<file path="src/rtl/oam_dma_ctrl.sv">
// rtl/oam_dma_ctrl.sv - OAM DMA sequencer: halts the CPU and copies one 256-byte page to a fixed port.
module oam_dma_ctrl #(
    parameter logic [15:0] TRIG_ADDR = 16'h4014,
    parameter logic [15:0] DEST_ADDR = 16'h2004
) (
    input  logic        clk,
    input  logic        rst,
    input  logic [15:0] cpu_addr,
    input  logic [7:0]  cpu_wdata,
    input  logic        cpu_we,
    input  logic [7:0]  bus_rdata,
    output logic        stall,
    output logic [15:0] dma_addr,
    output logic [7:0]  dma_wdata,
    output logic        dma_rd,
    output logic        dma_we,
    output logic        busy
);

    typedef enum logic [2:0] {
        IDLE,
        HALT,
        ALIGN,
        READ,
        WRITE
    } state_t;

    state_t      state_q, state_d;
    logic [7:0]  page_q, page_d;
    logic [7:0]  cnt_q, cnt_d;
    logic [7:0]  data_q, data_d;
    logic        parity_q;
    logic        trigger;

    assign trigger = cpu_we && (cpu_addr == TRIG_ADDR);

    always_ff @(posedge clk) begin
        if (rst) begin
            state_q  <= IDLE;
            page_q   <= 8'h00;
            cnt_q    <= 8'h00;
            data_q   <= 8'h00;
            parity_q <= 1'b0;
        end else begin
            state_q  <= state_d;
            page_q   <= page_d;
            cnt_q    <= cnt_d;
            data_q   <= data_d;
            parity_q <= ~parity_q;
        end
    end

    always_comb begin
        state_d   = state_q;
        page_d    = page_q;
        cnt_d     = cnt_q;
        data_d    = data_q;
        stall     = 1'b1;
        dma_addr  = 16'h0000;
        dma_wdata = 8'h00;
        dma_rd    = 1'b0;
        dma_we    = 1'b0;
        case (state_q)
            IDLE: begin
                stall = 1'b0;
                if (trigger) begin
                    page_d  = cpu_wdata;
                    cnt_d   = 8'h00;
                    state_d = HALT;
                end
            end
            // An odd-parity halt inserts ALIGN so every READ starts on an odd cycle.
            HALT:  state_d = parity_q ? ALIGN : READ;
            ALIGN: state_d = READ;
            READ: begin
                dma_addr = {page_q, cnt_q};
                dma_rd   = 1'b1;
                data_d   = bus_rdata;
                state_d  = WRITE;
            end
            WRITE: begin
                dma_addr  = DEST_ADDR;
                dma_we    = 1'b1;
                dma_wdata = data_q;
                cnt_d     = cnt_q + 8'd1;
                state_d   = (cnt_q == 8'hFF) ? IDLE : READ;
            end
            default: state_d = IDLE;
        endcase
        busy = stall;
    end

endmodule

</file>
<file path="config.mk">
export PLATFORM = sky130hd
export DESIGN_NAME = oam_dma_ctrl
export DESIGN_NICKNAME = d
export VERILOG_FILES = /design/src/rtl/oam_dma_ctrl.sv
export SDC_FILE = /design/constraint.sdc
export NUM_CORES = 1
export LEC_CHECK = 0
export CAP_MARGIN = 10
export CORE_MARGIN = 2
export CORE_UTILIZATION = 37
export DETAILED_ROUTE_END_ITERATION = 7
export HOLD_SLACK_MARGIN = 0.05
export PLACE_DENSITY = 0.75
export SETUP_SLACK_MARGIN = 0.02
export SYNTH_ARGS = -nofsm -noshare
export SYNTH_HDL_FRONTEND = slang
export SYNTH_SLANG_ARGS = --single-unit
</file>
<file path="constraint.sdc">
create_clock -name clk -period 1.6 [get_ports clk]
set_input_delay 0.32 -clock clk [delete_from_list [all_inputs] [get_ports clk]]
set_output_delay 0.32 -clock clk [all_outputs]
set_load 0.005 [all_outputs]
</file>
==> impl_results.md <==
* Via count at 1,637
* Worst r2r src: state_q[2]$_SDFFE_PP0P_
* Drt total wl at 4.802 mm
* Clk sinks at 28
* Pwr Density at 685.9 nW/um^2
* Failing checks: setup timing
* First-pass GRT wire length at around 7 mm
* Final ANT Viol Nets at 0
* Fin. Hold Viols at 0
* Final Total Pwr at 1.843 mW
* Leak Pwr at approximately 1.2 nW
* Initial core utilization at around two fifths
* # diodes at 0
* IO Port Bufs at 62
* Final GP Congestion at between 0.8 and 0.9
* Clock Latency Late Sink at between 0.2 and 0.3 ns
* H-Tree Depth at 1
* Setup ws final at -0.2028 ns
* Hold path startpoint: parity_q$_SDFF_PP0_
* Multi-input gate area at 958.4 um^2
* # rows at 22
* Slew margin rel. at roughly three quarters
* Distinct cell type count after synthesis at 36
* Fin nets at between 300 and 400
* First-pass iteration count of the detailed router at 4
* CP arrival at ~1.5 ns
* Setup WS pre-CTS at -0.3424 ns
* Initial antenna violation count at 0
* Fin Clk Skew at 0.01052 ns
* Iteration-0 DRC count of the detailed router at 130
* Die H at 65.38 um
* Largest net degree at the start of global routing at 21
* Vias in the first global route at 1,521
* Final Cycle Share at 112.7%
* Setup crit start: state_q[2]$_SDFFE_PP0P_
* Cell Area, Synth at between 1000 and 1500 um^2
* Max-Cap Viols at 0
* Status: finished with violations
* Type of the tightest min-delay check: reg -> reg
* CP Data Required Time at roughly 1.3 ns
* Synth Instances at approximately 180
* CP Capture Type: output pin
* Period minus WS final at between 1.5 and 2 ns
* Least-Margin Pin Slew at roughly 0.39 ns
* Num CTS Buffers at 3
* Final core utilization at 73.97%
* Seq cells post-synth at 28
* Area of the core at around 3600 um^2
* Critical Path Start Type: register
* WL/cell at around 15 um
* Syn_nets at roughly 210
* Yosys warning total at 0
* Drt drc at 0
* Die area at 4274 um^2
* Post-synthesis sequential area ratio at a little over 40%
* Synth-to-Final Area Change at 92.82%
* Vias per std cell at about 5.2
* Clk pin slew, worst setup/hold paths at 0.10 ns
* I/O Pins at 63
* Worst VDD drop at 538.9 uV
* GRT Util Overall at about a fifth
* Clock tree buffer depth at 2
* CTS tree: yes
* Avg Inst Size Synth at 7.875 um^2
* Fin Setup TNS at -4.047 ns
* Finish-stage setup viols at 33
* Congestion Overflow GR at 0
* Share of layout cells above drive strength 1 at roughly 45%
* Reg area at approximately 560 um^2
* Slew Viols, Final at 0
* Peak Freq at ~550 MHz
* CTS root buffer: clkbuf_8
* Die Wd at 65.38 um
* Crit-path max FO at 5
* Fillers at about 240
* RSZ-0062 raised after global routing: yes
* Post-DP HPWL at 2.705 mm
* Setup CP Type: reg -> out
[Yosys cell counts]
cell,instances,area (um^2)
nor4bb_1,1,10.01
buf_4,1,7.510
nor3_2,1,10.01
and2_1,24,150.1
inv_1,1,3.750
a311oi_1,2,17.52
inv_2,1,3.750
nand4_1,11,68.82
a211oi_1,2,15.01
and4_1,1,8.760
nor4b_1,2,17.52
nand2_1,25,93.84
o21ai_0,13,65.06
nor2b_1,1,6.260
or2_2,1,6.260
nand2b_1,1,6.260
o21a_1,2,15.01
a31oi_1,1,6.260
xnor2_1,1,8.760
or3b_1,1,8.760
xor2_1,3,26.28
clkinv_2,1,5.000
nor4_2,1,12.51
ha_1,1,12.51
dfxtp_1,28,560.5
nor3_1,5,25.02
a41oi_2,1,16.27
clkbuf_1,4,15.01
and3_1,1,6.260
nor2_1,9,33.78
buf_1,1,3.750
a21oi_1,18,90.09
buf_2,7,35.03
or3_1,1,6.260
or2_1,1,6.260
nand3_1,2,10.01
[routing by layer]
layer | up-vias | global-route usage [%] | part of all wire (%)
met3 | 15 | 3.938 | 5.4
met1 | 764 | 25.16 | 38
met4 | 0 | 6.250 | 3.0
met5 | - | 0 | 0
met2 | 62 | 37.24 | 54
li1 | 796 | - | -
[state kept, by name, indices dropped and copies added, names as in the netlist]
name	cells
page_q	8
state_q	3
cnt_q	8
data_q	8
parity_q	1
[metrics by stage]
stage               instances  hold WS [ns]  cell area (um^2)
finish                    315        0.4395              2688
global route              315        0.4573              2688
CTS                       309        0.4358              2430
detailed placement        296        0.4223              2203
global placement          296        0.4057              2203
floorplan                 177        0.3942              1394
[what timing repair did]
action,in CTS,in global routing
endpoints found under the setup margin,45,46
gates cloned,0,1
hold buffers,0,0
resized for setup,168,64
pin swaps,23,19
setup buffers,13,9
[worst max-delay path: stages (launching register included)]
cell and delay, ns:
dfxtp_2 0.34, buf_6 0.11, or2_4 0.25, inv_6 0.08, buf_6 0.10, buf_6 0.10
and2_4 0.13, buf_6 0.08
[cell families (layout without fill, tap and decap cells)]
logic type / Yosys count / after routing / share of synthesized area [%]
flops: 28 / 28 / 40.22
simple gates: 89 / 89 / 34.92
compound gates: 39 / 39 / 16.16
buf+inv: 16 / 106 / 5.295
fa+ha+maj: 1 / 1 / 0.8975
xor+xnor: 4 / 4 / 2.514
[layout make-up]
type,instances,share of cell area [%]
Clock buffer,3,1.536
Tap cell,48,2.235
Clock inverter,1,1.117
Sequential cell,28,21.00
Inverter,3,0.7914
Timing Repair Buffer,99,37.66
Multi-Input combinational cell,133,35.66
[power breakdown]
part	leakage, nW	internal [mW]	switching, mW
Sequential	0.227	0.719	0.0146
Clock	0.0357	0.336	0.233
Combinational	0.894	0.311	0.229
Total	1.16	1.37	0.478
[path summary, 6_finish.rpt]
check                                  to  slack, ns  cells past startpoint
hold reg to reg       parity_q$_SDFF_PP0_       0.44                      1
hold / removal        parity_q$_SDFF_PP0_       0.44                      1
setup / recovery             dma_addr[15]      -0.20                      7
setup reg to reg  state_q[0]$_SDFFE_PP0P_      -0.07                      6
[cell usage in the layout (no fill, tap or decap), types with 2 or more instances in the layout]
cell / count
clkbuf_8: 3
and2_4: 18
buf_2: 7
nor3_1: 3
clkdlybuf4s50_1: 27
buf_6: 39
buf_4: 16
dfxtp_1: 25
nand2_1: 21
o21ai_2: 6
dfxtp_2: 3
a21oi_1: 17
buf_12: 3
nor4b_4: 2
dlymetal6s2s_1: 7
nor3_2: 2
nand4_1: 11
a311oi_1: 2
o21ai_1: 6
a211oi_2: 2
o21a_1: 2
nand2_4: 3
and2_1: 6
xor2_1: 3
nor2_1: 7
(Power assumes the default switching activity.)
